[src/rtl/riscv_mem_pkg.sv]
`default_nettype none
// +----------------------------------------------------------------------+
// | riscv_mem_pkg                                                        |
// | Request codes, arbiter state encoding and byte-enable constants.     |
// | Revision: 1.0                                                        |
// +----------------------------------------------------------------------+
package riscv_mem_pkg;

  localparam logic [2:0] LW      = 3'b001;
  localparam logic [2:0] LB      = 3'b111;
  localparam logic [2:0] SW      = 3'b010;
  localparam logic [2:0] SB      = 3'b100;
  localparam logic [2:0] LOADNOC = 3'b011;

  localparam logic [2:0] IDLE   = 3'd0;
  localparam logic [2:0] BUSY_P = 3'd1;
  localparam logic [2:0] BUSY_N = 3'd2;
  localparam logic [2:0] DONE_P = 3'd3;
  localparam logic [2:0] DONE_N = 3'd4;

  localparam logic [3:0] BE_WORD = 4'b1111;

  function automatic logic flag_legal(input logic [2:0] flag);
    return (flag == LW) || (flag == LB) || (flag == SW) ||
           (flag == SB) || (flag == LOADNOC);
  endfunction

  // loadnoc pushes a word out through the MMR space, so it is a write
  function automatic logic flag_is_write(input logic [2:0] flag);
    return (flag == SW) || (flag == SB) || (flag == LOADNOC);
  endfunction

endpackage
`default_nettype wire

[src/rtl/mem_byte_lane.sv]
`default_nettype none
// +----------------------------------------------------------------------+
// | mem_byte_lane                                                        |
// | Byte-enable generation, store replication and load sign extension.   |
// | Revision: 1.0                                                        |
// +----------------------------------------------------------------------+
module mem_byte_lane
  import riscv_mem_pkg::*;
(
  input  logic [2:0]  flag,
  input  logic [1:0]  lane,
  input  logic [31:0] wdata,
  input  logic [31:0] rdata,
  output logic [3:0]  be,
  output logic [31:0] wdata_fmt,
  output logic [31:0] rdata_fmt
);

  logic [7:0] w_rbyte;

  always_comb begin
    case (lane)
      2'd0:    w_rbyte = rdata[7:0];
      2'd1:    w_rbyte = rdata[15:8];
      2'd2:    w_rbyte = rdata[23:16];
      default: w_rbyte = rdata[31:24];
    endcase
  end

  always_comb begin
    be        = BE_WORD;
    wdata_fmt = wdata;
    rdata_fmt = rdata;
    if ((flag == LB) || (flag == SB)) be = 4'b0001 << lane;
    if (flag == SB) wdata_fmt = {4{wdata[7:0]}};
    if (flag == LB) rdata_fmt = {{24{w_rbyte[7]}}, w_rbyte};
  end

endmodule
`default_nettype wire

[src/rtl/ex_mem_arbiter.sv]
`default_nettype none
// +----------------------------------------------------------------------+
// | ex_mem_arbiter                                                       |
// | Arbitrates pipeline and NoC access to the single-port data memory.   |
// | Revision: 1.0                                                        |
// +----------------------------------------------------------------------+
module ex_mem_arbiter
  import riscv_mem_pkg::*;
#(
  parameter int ADDR_W     = 32,
  parameter int DATA_W     = 32,
  parameter int STARVE_LIM = 4,
  parameter int TIMEOUT    = 16
) (
  input  logic              clk,
  input  logic              reset,
  input  logic              p_valid,
  input  logic [2:0]        p_flag,
  input  logic [ADDR_W-1:0] p_addr,
  input  logic [DATA_W-1:0] p_wdata,
  output logic              p_stall,
  output logic [DATA_W-1:0] p_rdata,
  input  logic              n_req,
  input  logic              n_we,
  input  logic [ADDR_W-1:0] n_addr,
  input  logic [DATA_W-1:0] n_wdata,
  output logic              n_ack,
  output logic [DATA_W-1:0] n_rdata,
  output logic              m_req,
  output logic              m_we,
  output logic [3:0]        m_be,
  output logic [ADDR_W-1:0] m_addr,
  output logic [DATA_W-1:0] m_wdata,
  input  logic              m_ready,
  input  logic [DATA_W-1:0] m_rdata,
  output logic              err
);

  localparam int C_SV_W = $clog2(STARVE_LIM + 1);
  localparam int C_TO_W = $clog2(TIMEOUT + 1);

  logic [2:0]        r_state;
  logic [2:0]        r_flag;
  logic              r_we;
  logic [3:0]        r_be;
  logic [ADDR_W-1:0] r_addr;
  logic [DATA_W-1:0] r_wdata;
  logic [DATA_W-1:0] r_p_rdata;
  logic [DATA_W-1:0] r_n_rdata;
  logic [C_SV_W-1:0] r_starve_cnt;
  logic [C_TO_W-1:0] r_tmo_cnt;
  logic              r_err;

  logic              w_idle;
  logic              w_busy;
  logic              w_p_legal;
  logic              w_p_req;
  logic              w_starved;
  logic              w_grant_p;
  logic              w_grant_n;
  logic              w_timeout;
  logic              w_p_done;
  logic [2:0]        w_bl_flag;
  logic [1:0]        w_bl_lane;
  logic [3:0]        w_bl_be;
  logic [DATA_W-1:0] w_bl_wdata;
  logic [DATA_W-1:0] w_bl_rdata;

  assign w_idle    = (r_state == IDLE);
  assign w_busy    = (r_state == BUSY_P) || (r_state == BUSY_N);
  assign w_p_legal = flag_legal(p_flag);
  assign w_p_req   = p_valid && w_p_legal;
  assign w_starved = (r_starve_cnt == C_SV_W'(STARVE_LIM));
  assign w_grant_n = w_idle && n_req && (!w_p_req || w_starved);
  assign w_grant_p = w_idle && w_p_req && !w_grant_n;
  // m_ready on the last allowed cycle still completes the access normally
  assign w_timeout = w_busy && !m_ready && (r_tmo_cnt == C_TO_W'(TIMEOUT - 1));

  // Illegal codes never touch memory, so they must not freeze the pipeline
  assign w_p_done  = (r_state == DONE_P) || !w_p_legal;
  assign p_stall   = p_valid && !w_p_done;

  // The lane formatter sees the live request while idle and the latched one while busy
  assign w_bl_flag = w_idle ? p_flag      : r_flag;
  assign w_bl_lane = w_idle ? p_addr[1:0] : r_addr[1:0];

  mem_byte_lane u_byte_lane (
    .flag      (w_bl_flag),
    .lane      (w_bl_lane),
    .wdata     (p_wdata),
    .rdata     (m_rdata),
    .be        (w_bl_be),
    .wdata_fmt (w_bl_wdata),
    .rdata_fmt (w_bl_rdata)
  );

  always_ff @(posedge clk or negedge reset) begin
    if (!reset) begin
      r_state   <= IDLE;
      r_flag    <= 3'b000;
      r_we      <= 1'b0;
      r_be      <= 4'b0000;
      r_addr    <= '0;
      r_wdata   <= '0;
      r_p_rdata <= '0;
      r_n_rdata <= '0;
      r_tmo_cnt <= '0;
      r_err     <= 1'b0;
    end else begin
      case (r_state)
        IDLE: begin
          r_tmo_cnt <= '0;
          if (w_grant_n) begin
            r_state <= BUSY_N;
            r_flag  <= LW;
            r_we    <= n_we;
            r_be    <= BE_WORD;
            r_addr  <= n_addr;
            r_wdata <= n_wdata;
          end else if (w_grant_p) begin
            r_state <= BUSY_P;
            r_flag  <= p_flag;
            r_we    <= flag_is_write(p_flag);
            r_be    <= w_bl_be;
            r_addr  <= p_addr;
            r_wdata <= w_bl_wdata;
          end
        end
        BUSY_P, BUSY_N: begin
          r_tmo_cnt <= r_tmo_cnt + 1'b1;
          if (m_ready || w_timeout) begin
            if (r_state == BUSY_P) begin
              r_state   <= DONE_P;
              r_p_rdata <= m_ready ? w_bl_rdata : '0;
            end else begin
              r_state   <= DONE_N;
              r_n_rdata <= m_ready ? m_rdata : '0;
            end
            if (!m_ready) r_err <= 1'b1;
          end
        end
        default: r_state <= IDLE;
      endcase
    end
  end

  always_ff @(posedge clk or negedge reset) begin
    if (!reset) begin
      r_starve_cnt <= '0;
    end else if (!n_req || w_grant_n) begin
      r_starve_cnt <= '0;
    end else if (w_grant_p) begin
      r_starve_cnt <= r_starve_cnt + 1'b1;
    end
  end

  assign m_req   = w_busy;
  assign m_we    = r_we;
  assign m_be    = r_be;
  assign m_addr  = {r_addr[ADDR_W-1:2], 2'b00};
  assign m_wdata = r_wdata;
  assign p_rdata = r_p_rdata;
  assign n_ack   = (r_state == DONE_N);
  assign n_rdata = r_n_rdata;
  assign err     = r_err;

endmodule
`default_nettype wire

[config.mk]
export PLATFORM = sky130hd
export DESIGN_NAME = ex_mem_arbiter
export DESIGN_NICKNAME = d
export VERILOG_FILES = /design/src/rtl/riscv_mem_pkg.sv /design/src/rtl/mem_byte_lane.sv /design/src/rtl/ex_mem_arbiter.sv
export SDC_FILE = /design/constraint.sdc
export NUM_CORES = 1
export LEC_CHECK = 0
export ABC_AREA = 0
export CORE_ASPECT_RATIO = 1.75
export CORE_MARGIN = 2
export CORE_UTILIZATION = 38
export DETAILED_ROUTE_END_ITERATION = 16
export GPL_TIMING_DRIVEN = 0
export PLACE_DENSITY = 0.83
export SKIP_LAST_GASP = 1
export SYNTH_ARGS = -nofsm -noshare
export SYNTH_HDL_FRONTEND = slang
export SYNTH_SLANG_ARGS = --single-unit
[constraint.sdc]
create_clock -name clk -period 2.15 [get_ports clk]
set_input_delay 0.3225 -clock clk [delete_from_list [all_inputs] [get_ports clk]]
set_output_delay 0.3225 -clock clk [all_outputs]
set_load 0.01 [all_outputs]
# Word level (Yosys, flattened, before mapping)
# Index checks and enable logic that the tools add are counted.
# Widths: inputs -> output; s select.
# op_classes
add_sub_neg	2
eq_ne	17
shifts	1
n_mux	26
bitwise_logic	2
reduce_logical	37
# ops
op	n
$mux 32	8
$mux 3	9
$pmux 8 s3	1
$eq 3x3->1 const B	6
$eq 3x2->1 const B	4
$logic_or 1x1->1	12
$mux 4	3
$pmux 5 s2	1
$reduce_and 3->1	3
$logic_and 1x1->1	8
$eq 3x1->1 const B	2
$logic_not 1->1	6
$pmux 3 s2	1
$reduce_bool 2->1	3
$add 5x1->5 const B	1
$eq 5x4->1 const B	1
$reduce_and 2->1	2
$shl 1x2->4 const A	1
$add 3x1->3 const B	1
$logic_not 3->1	1
$ne 3x1->1 const B	1
$eq 2x1->1 const B	1
$eq 2x2->1 const B	1
$logic_not 2->1	1
other kinds (5)	7
# totals
ff_bits	148
input_bits	169
output_inout_bits	137
elab_cells	96

# Logic depth before layout (Yosys ltp)
# Gate-level depths: netlist (run 1).
# depth
ltp_word	14
ltp_mapped	9
ltp_nobuf	7

# By module
# A second synthesis (run 1) with hierarchy kept.
# hier_totals
hier_cells	756
area_unflattened_um2	7766.2
# by_module_without_submodules
mod	instances	cells_per_inst	area_each_um2	seq_area_each_um2
ex_mem_arbiter	1	610	6900.4	3703.6
mem_byte_lane	1	146	865.8	0.0

# Worst setup path before layout (run 1)
# OpenSTA, ideal clock, no wires.
# synth_path
kind	register to register
start	register r_state[2]
end	register r_p_rdata[6] (netlist: p_rdata[6])
setup_time_ns	0.066
t_arrival_ns	2.161
t_required_ns	2.084
setup_slack_ns	-0.078
stages_incl_launch_ff	7
n_path_buf	1
synth_period_minus_slack_ns	2.228
cell_sequence	dfrtp_1 -> buf_6 -> nor3_1 -> mux2i_1 -> nand2_1 -> a2111oi_0 -> a221o_1
# synth_between
elab_chain_cells	6
word_cells_on_any_way	18
classes_between	eq/ne: 5; mux: 5; reduce/logical: 8
# synth_lines
element	line_no	rtl
start, declared	ex_mem_arbiter.sv:42	logic [2:0] r_state;
start signal, assigned	ex_mem_arbiter.sv:99	r_state <= IDLE;
start signal, assigned	ex_mem_arbiter.sv:114	r_state <= BUSY_N;
start signal, assigned	ex_mem_arbiter.sv:121	r_state <= BUSY_P;
$logic_not 3->1, or another cell as far along	ex_mem_arbiter.sv:69	assign w_idle = (r_state == IDLE);
$mux 2 or $logic_or 1x1->1 (tied branches)	ex_mem_arbiter.sv:85, ex_mem_arbiter.sv:70	
$eq 2x2->1, or another cell as far along	mem_byte_lane.sv:22	case (lane)
$pmux 8 s3 or $logic_and 1x1->1 (tied branches)	mem_byte_lane.sv:22, ex_mem_arbiter.sv:77	
$mux 32 or $logic_or 1x1->1 (tied branches)	mem_byte_lane.sv:36, ex_mem_arbiter.sv:131	
$mux 32 or $reduce_and 3->1 (tied branches)	-	
end signal, assigned	ex_mem_arbiter.sv:134	r_p_rdata <= m_ready ? w_bl_rdata : '0;
end, declared	ex_mem_arbiter.sv:48	logic [DATA_W-1:0] r_p_rdata;
# Several ways; a longest one is shown, not always the timed one.
# A chain may end at the register's enable or synchronous reset.

# Worst setup path in the final report (run 1)
# layout_path
start	register r_state[1]
end	register r_p_rdata[0] (netlist: p_rdata[0])
# The elaborated chain is that of the path after synthesis.

==> results by group, run 1 <==
Power
  – Switching power total: 6.14 mW
  – Power share of the sequential group: roughly 29%
  – Power Total: roughly 16 mW
  – Clock power share: between 15 and 20%
  – P_int: 10.2 mW
  – P per Cell Area: ~1400 nW/um^2
  – Largest vdd supply drop: 0.791 mV
  – Switch share: 37.6%
  – Comb power frac: a little over half
  – Leak: 5.04 nW

Synthesis
  – Synth area leader: dfrtp_1
  – Post-synth top cells: dfrtp_1, nand2_1, o21ai_0, o21ai_1, nor2_1
  – Main synth FF type: dfrtp_1
  – Cells after Synth: 720
  – Ranking of synthesized cells by area: dfrtp_1, nand2_1, o21ai_0, a22o_1, o21ai_1
  – Seq/Total Area, Yosys: 53.4%
  – EDFF count, synth: 0
  – Synthesized area per cell: 9.62 sq um
  – Top-area cell type share of the netlist area: 53.4%
  – Most numerous cell in the Yosys netlist: dfrtp_1
  – Synth cell types: 49
  – Yosys warns: 0
  – Synth Register Bits: 148
  – Cell Area, Synth: 6930 sq um
  – Async set or reset register ratio after synthesis: 100%

Global route
  – Global-route wire length before repair: 39.4 mm
  – Largest net degree at the start of global routing: 93
  – Tot GR Track Use: 26.3%
  – Vias in the first global route: 7413
  – Initial antenna violation count: 0
  – Gr ovfl total: 0

Floorplanning
  – I/O pins: slightly above 300
  – Initial Util: between 30% and 40%
  – Row cnt: 65
  – Die X: between 100 and 150 um
  – Die area: just under 20000 sq um
  – Vert. Die Dim: 183 um
  – Core ar.: 18000 sq um

Min path
  – Hold endpoint: r_flag[1]$_DFFE_PN0P_
  – Hold Crit Depth: 3
  – Startpoint of the worst hold path: p_flag[1]
  – Hold crit path type: input port to flop

Run
  – Maxcap violations: 0

Detailed routing
  – Vias per cell: 5.36
  – Initial DRC count: about 330
  – Drc violations: 0
  – DR WL/cell: between 15 and 20 um
  – WL final: 25.8 mm
  – DRT antenna net count: 0
  – Drt pass-1 iters: 5
  – Vias: 7071

Final layout
  – Nets@finish: 1246
  – Layout Area Growth over Synthesis: 68.3%
  – Diode count: 0
  – Layout fillers: 1379
  – Fraction of layout cells with a size suffix above 1: 19.3%
  – Final Core Density: 64.9%

Clock tree
  – CTS tree: yes
  – CTS HTree Levels: 4
  – Clock Latency Late Sink: 0.43 ns
  – TritonCTS buffer count: 17
  – Clock root buffer: clkbuf_16
  – Clock Pin Slew Worst Setup and Hold Paths: 0.06 ns
  – Clock buffer depth: 2
  – TritonCTS Sinks: 148

STA
  – Worst Skew: 0.00705 ns
  – Relative slew slack: approximately 53%
  – Tmin final: 2.30 ns
  – FMAX: approximately 440 MHz
  – TNS Setup: -0.384 ns
  – # setup viols final: 18
  – Worst-margin pin slew: 0.708 ns
  – RSZ-0062 raised after global routing: yes
  – Final WS setup: -0.148 ns
  – Pins Over Slew Limit: 0
  – Final period util: 107%
  – Final Hold Fails: 0

Critical path
  – RR Endpoint: p_rdata[0]$_DFFE_PN0P_
  – Reg2Reg Depth: 6
  – Slowest library cell on the worst path: a2111oi_0
  – Crit path cell chain: clkbuf_4 > o31a_1 > nor2_4 > mux2i_1 > a2111oi_0 > a221o_1
  – CP startpoint kind: flop
  – R2r startpoint: r_state[1]$_DFFE_PN0P_
  – Worst EP arrival: 2.66 ns
  – CP Capture Type: flop
  – Max stage delay on crit path: roughly 0.6 ns
  – WS Path Type: flop to flop
  – Req. time, crit path: 2.51 ns
  – Max FO, Critical Path: 10
  – Reg2reg setup slack: -0.15 ns

Status
  – Outcome: finished, violations left
  – Violated checks: setup timing

Placed design
  – Port Buffers: roughly 300
  – DP HPWL: 18.8 mm
  – Placer Congestion: 0.895
  – Place WS: -0.909 ns
-- state kept, by name, summed over array words and instances, names as in the netlist --
name          flops
m_wdata          32
p_rdata          32
n_rdata          32
r_addr           32
r_starve_cnt      3
r_flag            3
r_state           3
m_we              1
r_tmo_cnt         5
err               1
m_be              4
-- cells by family after synthesis --
group	Yosys count	share of synthesized area, %
xor gates and xnor gates	3	0.379
adders and majority gates	4	0.722
muxes	14	2.24
and+or+nand+nor	189	11.4
DFF	148	53.4
AOI/OAI and AO/OA	268	24.5
buffers and inverters	93	7.24
other	1	0.0541
-- per-layer routing --
metal	up-vias	GRT usage [%]	wire length, um
li1	3253	-	-
met1	3422	28.2	9180
met2	315	47.8	13900
met3	81	5.89	1520
met4	0	13.7	1170
met5	-	0	0
-- worst max-delay path, delay by kind of cell, from the launching register on --
kind	cells	cell delay, ns
compound gates	3	1.17
mux	1	0.13
buf+inv	1	0.21
simple gates	1	0.31
flops	1	0.41
-- stage by stage --
step | cell area [sq um] | instances | hold slack [ns]
floorplan | 6950 | 721 | 0.0269
detailed placement | 10300 | 1259 | 0.323
global route | 11700 | 1320 | 0.439
CTS | 11400 | 1310 | 0.414
finish | 11700 | 1320 | 0.432
global placement | 10300 | 1258 | 0.452
-- power by group through the flow --
stage | combinational, mW | clock (mW) | sequential, mW
final | 8.65 | 2.89 | 4.80
after global routing | 9.26 | 3.05 | 4.94
after CTS | 8.39 | 2.93 | 4.77
after detailed placement | 7.56 | 0 | 4.81
after global placement | 7.40 | 0 | 4.75
after floorplan | 3.35 | 0 | 5.10
-- cells in the final DEF, fill, tap and decap left out, types with 5 or more instances in the layout --
master and count:
a21boi_1 9, a21boi_2 13, a21oi_1 12, a221o_1 7
a22o_1 32, a22oi_2 8, buf_2 5, buf_4 60
buf_8 6, clkbuf_1 5, clkbuf_16 19, clkbuf_2 10
clkbuf_4 13, clkdlybuf4s50_1 296, clkinvlp_4 5, dfrtp_1 148
dlygate4sd2_1 6, inv_1 10, mux2i_1 8, nand2_1 107
nand2b_1 5, nand3_1 7, nor2_1 48, o21ai_0 70
o21ai_1 29, o21ai_2 24, o22ai_1 39
-- how the worst max path moves through the flow --
stage                             start                       to  slack (ns)  cells past startpoint
2_1_floorplan  r_tmo_cnt[0]$_DFFE_PN0P_  n_rdata[10]$_DFFE_PN0P_       0.001                      8
3_3_place_gp                      reset  m_wdata[21]$_DFFE_PN0P_       -5.28                      1
3_5_place_dp                  p_flag[1]    r_addr[4]$_DFFE_PN0P_       -0.91                      8
4_1_cts          r_state[2]$_DFFE_PN0P_  p_rdata[22]$_DFFE_PN0P_       -0.17                      9
5_1_grt          r_state[1]$_DFFE_PN0P_   p_rdata[0]$_DFFE_PN0P_       -0.26                      6
6_report         r_state[1]$_DFFE_PN0P_   p_rdata[0]$_DFFE_PN0P_       -0.15                      6
-- repair_timing --
| item | in CTS | in global routing |
|---|---|---|
| buffers inserted | 18 | 11 |
| pin swaps | 34 | 37 |
| resized for setup | 129 | 68 |
| hold endpoints to repair | 56 | 0 |
| gates cloned | 2 | 3 |
| hold buffers | 1 | 0 |
| endpoints found under the setup margin | 140 | 135 |
-- final cells by class --
class                      instances  area [sq um]  share of cell area, %
timing repair buffer             338          3420                   29.3
clock inverter                    15           143                   1.22
buffer                            77           583                   5.00
inverter                          11          41.3                  0.354
clock buffer                      17           425                   3.65
multi-input combinational        480          3060                   26.2
sequential                       148          3700                   31.7
tap                              234           293                   2.51
Power figures use the tool's default switching activity.
==> run 2, diff against run 1 <==
--- a/config.mk
+++ b/config.mk
@@ -6,12 +6,12 @@
 export NUM_CORES = 1
 export LEC_CHECK = 0
 export ABC_AREA = 0
-export CORE_ASPECT_RATIO = 1.75
-export CORE_MARGIN = 2
-export CORE_UTILIZATION = 38
+export CORE_AREA = 2 2 119 121
 export DETAILED_ROUTE_END_ITERATION = 16
+export DIE_AREA = 0 0 121 123
+export DONT_BUFFER_PORTS = 1
 export GPL_TIMING_DRIVEN = 0
-export PLACE_DENSITY = 0.83
+export PLACE_DENSITY = 0.75
 export SKIP_LAST_GASP = 1
 export SYNTH_ARGS = -nofsm -noshare
 export SYNTH_HDL_FRONTEND = slang
==> run 2 against run 1 <==
Net effect: the flow finishes with violations (hold timing, setup timing); non-clock buffer count shrank 315; count of clock-buffer cells in the layout is the same; flip-flop and latch count did not move; via count fell by 15%; die area fell by 23%; maximum frequency grew 4.8%; register-to-register slack improved by 0.11 ns; critical path depth did not move; global-route usage up 2.2 points; highest routed layer unchanged.
==> results by group, run 2 (synthesized netlist as in run 1, its figures left out) <==
Detailed routing
  – Initial DRC count: around 460
  – DR WL/cell: ~23 um
  – DRT antenna net count: 0
  – WL final: 22.1 mm
  – Drc violations: 0
  – Vias per cell: 6.30
  – Drt pass-1 iters: 5
  – Vias: 5991

Final layout
  – Final Core Density: 61.4%
  – Layout Area Growth over Synthesis: 20.7%
  – Diode count: 0
  – Most frequent cells in the layout: dfrtp_1, nand2_1, o21ai_0
  – Nets@finish: between 900 and 1k
  – Fraction of layout cells with a size suffix above 1: 22.8%
  – Layout fillers: ~1.1k
  – Seq. cell area: 3700 sq um
  – Area occupied by multi-input gates: between 3000 and 4000 sq um
  – Non-filler cells, final: 951
  – Final Instance Area: 8360 sq um
  – Commonest non-fill, non-tap cell in the layout: dfrtp_1

Global route
  – Initial antenna violation count: 0
  – GRT busiest layer: met2
  – Vias in the first global route: a little under 6k
  – Global-route wire length before repair: 32.3 mm
  – Met2 Resource Use GR: 48.4%
  – Routing usage on met3: 11.1%
  – Gr ovfl total: 0
  – Largest net degree at the start of global routing: between 100 and 150
  – Met1 usage: a little under a third
  – Tot GR Track Use: 28.6%

Critical path
  – Bufs and invs on worst path: 2
  – Worst EP arrival: about 2.5 ns
  – Req. time, crit path: 2.50 ns
  – Delay-heaviest family, CP: compound AO/OA/AOI/OAI gates
  – WS Path Type: flop to flop
  – Crit path cell chain: or3_4 > buf_12 > mux2i_4 > buf_4 > a2111oi_0 > a221o_1
  – Max stage delay on crit path: approximately 0.5 ns
  – CP Capture Type: flop
  – Slowest library cell on the worst path: or3_4
  – Max FO, Critical Path: 8
  – CP startpoint kind: flop

STA
  – Final WS setup: -0.0434 ns
  – Final Hold Fails: 148
  – Final period util: 102%
  – FMAX: between 400 and 500 MHz
  – # setup viols final: 1
  – Relative slew slack: 62.1%
  – Pins Over Slew Limit: 0
  – Fin Hold WS: -0.396 ns
  – Worst-margin pin slew: 0.563 ns
  – Tmin final: 2.19 ns
  – Worst Skew: 0.00738 ns
  – RSZ-0062 raised after global routing: yes

Power
  – Leak: 3.75 nW
  – P per Cell Area: 1630 nW/um^2
  – Largest vdd supply drop: 0.829 mV

Min path
  – Hold crit path type: input port to async pin

Clock tree
  – Clock root buffer: clkbuf_16
  – Clock Latency Late Sink: 0.42 ns
  – CTS tree: yes
  – CTS HTree Levels: 4
  – Clock buffer depth: 2
  – TritonCTS buffer count: 17
  – TritonCTS Sinks: about 150
  – Clock Pin Slew Worst Setup and Hold Paths: 0.06 ns

Floorplanning
  – Initial Util: 50.9%
  – Core ar.: around 14000 sq um
  – Row cnt: 43
  – I/O pins: 306
  – Vert. Die Dim: 123 um
  – Die area: approximately 15000 sq um
  – Die X: between 100 and 150 um

Status
  – Violated checks: hold timing, setup timing
  – Outcome: finished, violations left

Placed design
  – Cell Area, Placed: 7170 sq um
  – Place WS: -0.736 ns
  – Placer Congestion: 0.912
  – Cells after DPL: 901
  – DP HPWL: around 16 mm
  – Port Buffers: 0

Run
  – Maxcap violations: 0
==> run 2: cell count changes in the layout (fill, tap and decap cells not counted), moves of 3 or more <==
| cell | previous run | this run |
|---|---|---|
| clkdlybuf4s50_1 | 296 | 0 |
| clkbuf_4 | 13 | 1 |
| clkbuf_1 | 5 | 14 |
| buf_4 | 60 | 52 |
| a21boi_0 | 3 | 10 |
| dlygate4sd2_1 | 6 | 0 |
| o21ai_1 | 29 | 35 |
| a21boi_2 | 13 | 8 |
| o21ai_2 | 24 | 19 |
| clkbuf_2 | 10 | 13 |
==> run 2: worst register-to-register path: stages, from the launching register on <==
cell       delay (ns)
dfrtp_1          0.42
or3_4            0.50
buf_12           0.16
mux2i_4          0.18
buf_4            0.19
a2111oi_0        0.48
a221o_1          0.20
==> run 2: routing by layer <==
metal  wire [um]  up-vias
li1            -     2620
met1        7980     2962
met2       11200      347
met3        2280       62
met4         691        0
met5           0        -
==> run 2: through the flow <==
step	power [mW]	TNS, ns
after CTS	13.4	-1.15
after global placement	9.44	-33.87
after floorplan	8.45	0
after global routing	14.4	-1.56
final	13.6	-0.0434
after detailed placement	9.69	-40.56
==> run 2: layout make-up <==
cell class,instances,share of cell area (%)
buffer,76,6.10
multi-input combinational,480,36.2
tap,180,2.69
sequential,148,44.3
timing repair buffer,24,3.11
inverter,11,0.494
clock buffer,17,5.09
clock inverter,15,2.03
==> run 2: repair_timing <==
item                       in CTS  in global routing
pin swaps                      29                 33
setup endpoints to repair     135                133
hold endpoints to repair      148                148
setup buffers                  14                  6
cloned                          2                  2
gates resized for setup        83                 54
==> run 2: report_power, final <==
part	switching, mW	leakage [nW]	internal (mW)
clock	1.27	0.282	1.74
sequential	1.39	1.85	4.05
combinational	2.81	1.62	2.36
==> run 2: final timing paths <==
kind                                   startpoint  slack [ns]  cells past startpoint                       to
setup / recovery           r_state[1]$_DFFE_PN0P_       -0.04                      6   p_rdata[5]$_DFFE_PN0P_
hold / removal                              reset       -0.40                      0  n_rdata[30]$_DFFE_PN0P_
setup reg to reg           r_state[1]$_DFFE_PN0P_       -0.04                      6   p_rdata[5]$_DFFE_PN0P_
hold reg to reg            r_addr[26]$_DFFE_PN0P_        0.48                      2   r_addr[26]$_DFFE_PN0P_
max in group asynchronous                   reset        2.37                      0   p_rdata[9]$_DFFE_PN0P_
min in group clk                      m_rdata[13]        0.03                      1  n_rdata[13]$_DFFE_PN0P_
==> run 3, diff against run 2 <==
--- a/config.mk
+++ b/config.mk
@@ -6,12 +6,13 @@
 export NUM_CORES = 1
 export LEC_CHECK = 0
 export ABC_AREA = 0
-export CORE_AREA = 2 2 119 121
+export CORE_ASPECT_RATIO = 1.75
+export CORE_MARGIN = 2
+export CORE_UTILIZATION = 45
 export DETAILED_ROUTE_END_ITERATION = 16
-export DIE_AREA = 0 0 121 123
 export DONT_BUFFER_PORTS = 1
 export GPL_TIMING_DRIVEN = 0
-export PLACE_DENSITY = 0.75
+export PLACE_DENSITY = 0.68
 export SKIP_LAST_GASP = 1
 export SYNTH_ARGS = -nofsm -noshare
 export SYNTH_HDL_FRONTEND = slang
==> run 3 against run 2 <==
Net effect: the flow finishes with violations (hold timing); non-clock buffer count up 3; clock power decreased by 6%; cell count grew 0.95%; first-iteration DRC count down 52%.
==> results by group, run 3 (synthesized netlist as in run 1, its figures left out) <==
Critical path
  – Delay-heaviest family, CP: compound AO/OA/AOI/OAI gates
  – WS Path Type: flop to flop
  – CP Capture Type: flop
  – Slowest library cell on the worst path: or3_4
  – Max FO, Critical Path: 8
  – Crit path cell chain: buf_6 > or3_4 > mux2_4 > o221a_1 > a21bo_4 > buf_6 > o21ai_2
  – Worst EP arrival: 2.46 ns
  – Most frequent CP cell: buf_6
  – CP startpoint kind: flop
  – Bufs and invs on worst path: 2
  – Req. time, crit path: 2.49 ns
  – Max stage delay on crit path: approximately 0.41 ns

Final layout
  – Commonest non-fill, non-tap cell in the layout: dfrtp_1
  – Most frequent cells in the layout: dfrtp_1, nand2_1, o21ai_0
  – Layout fillers: 1340
  – Nets@finish: around 930
  – Final Instance Area: 8310 sq um
  – Diode count: 0
  – Area occupied by multi-input gates: 3040 sq um
  – Layout Area Growth over Synthesis: 20.0%
  – Final Core Density: 54.6%
  – Fraction of layout cells with a size suffix above 1: 24.4%
  – Seq. cell area: around 3700 sq um

STA
  – TNS Setup: 0 ns
  – RSZ-0062 raised after global routing: yes
  – Final Hold Fails: 148
  – Worst Skew: 0.0159 ns
  – Pins Over Slew Limit: 0
  – Tmin final: 2.12 ns
  – Relative slew slack: about three fifths
  – # setup viols final: 0
  – Final period util: 98.5%
  – Final WS setup: 0.0320 ns
  – Worst-margin pin slew: 0.596 ns
  – Fin Hold WS: -0.410 ns
  – FMAX: around 470 MHz

Placed design
  – DP HPWL: 16.3 mm
  – Place WS: -0.912 ns
  – Cell Area, Placed: 7180 sq um
  – Port Buffers: 0
  – Placer Congestion: 0.914

Clock tree
  – Clock Pin Slew Worst Setup and Hold Paths: 0.07 ns
  – CTS HTree Levels: 4
  – CTS tree: yes
  – Clock buffer depth: 2
  – TritonCTS buffer count: 17
  – TritonCTS Sinks: 148
  – Clock Latency Late Sink: 0.42 ns
  – Clock root buffer: clkbuf_16

Detailed routing
  – Vias per cell: just over 6
  – Drc violations: 0
  – WL final: about 22 mm
  – Drt pass-1 iters: 4
  – DR WL/cell: 22.7 um
  – DRT antenna net count: 0
  – Vias: 5793
  – Initial DRC count: about 220

Global route
  – GRT busiest layer: met2
  – Largest net degree at the start of global routing: about 150
  – Met1 usage: approximately 27%
  – Routing usage on met3: 8.43%
  – Gr ovfl total: 0
  – Tot GR Track Use: 26.4%
  – Initial antenna violation count: 0
  – Met2 Resource Use GR: 48.3%
  – Vias in the first global route: 6198
  – Global-route wire length before repair: roughly 34 mm

Power
  – Power Total: ~13 mW
  – Leak: around 3.7 nW
  – P per Cell Area: 1610 nW/um^2
  – Largest vdd supply drop: 0.794 mV

Floorplanning
  – Initial Util: 45.5%
  – I/O pins: 306
  – Row cnt: 60
  – Die area: between 15000 and 20000 sq um
  – Core ar.: about 15000 sq um
  – Die X: 97.8 um
  – Vert. Die Dim: 168 um

Run
  – Maxcap violations: 0

Status
  – Violated checks: hold timing
  – Outcome: finished, violations left

Min path
  – Hold crit path type: input port to async pin
[run 3: final cells by class]
| class | instances | area share (%) |
|---|---|---|
| plain buffers | 79 | 6.34 |
| clock buffers | 19 | 5.33 |
| clock inverters | 13 | 1.37 |
| inverters | 11 | 0.497 |
| multi-input cells | 480 | 36.6 |
| flip-flops and latches | 148 | 44.6 |
| well taps | 186 | 2.80 |
| repair buffers | 24 | 2.56 |
[run 3: metrics by stage]
| stage | instances | hold WS [ns] |
|---|---|---|
| after global placement | 907 | 0.0297 |
| after CTS | 948 | -0.423 |
| final | 960 | -0.410 |
| after floorplan | 721 | 0.0269 |
| after detailed placement | 907 | 0.0299 |
| after global routing | 960 | -0.435 |
[run 3: worst paths after layout]
check / start / to / slack [ns] / cells after the start
setup / recovery: r_state[2]$_DFFE_PN0P_ / p_rdata[23]$_DFFE_PN0P_ / 0.03 / 7
hold / removal: reset / n_rdata[20]$_DFFE_PN0P_ / -0.41 / 0
setup reg to reg: r_state[2]$_DFFE_PN0P_ / p_rdata[23]$_DFFE_PN0P_ / 0.03 / 7
hold reg to reg: r_addr[5]$_DFFE_PN0P_ / r_addr[5]$_DFFE_PN0P_ / 0.49 / 2
max in group asynchronous: reset / r_state[0]$_DFFE_PN0P_ / 2.36 / 0
min in group clk: m_rdata[20] / n_rdata[20]$_DFFE_PN0P_ / 0.03 / 1
[run 3: power by group]
| group | switching, mW | internal (mW) |
|---|---|---|
| Clock | 1.30 | 1.54 |
| Sequential | 1.37 | 4.05 |
| Combinational | 2.79 | 2.30 |
| Total | 5.46 | 7.89 |
[run 3: what timing repair did]
item                       4_1_cts  5_1_grt
pin swaps                       31       15
buffers inserted                 9       13
setup endpoints to repair      134      131
hold endpoints to repair       148      148
gates cloned                     2        0
resized for setup               87       71
[run 3: layer usage]
| metal | vias up | share of wire, % |
|---|---|---|
| li1 | 2616 | - |
| met1 | 2792 | 34 |
| met2 | 326 | 54 |
| met3 | 59 | 8.5 |
| met4 | 0 | 3.9 |
| met5 | - | 0 |
[run 3: worst register-to-register path, delay by kind of cell, from the launching register on]
family                 cells  cell delay, ns
and+or+nand+nor            1            0.42
muxes                      1            0.34
buffers and inverters      2            0.28
DFF                        1            0.37
AOI/OAI and AO/OA          3            0.63
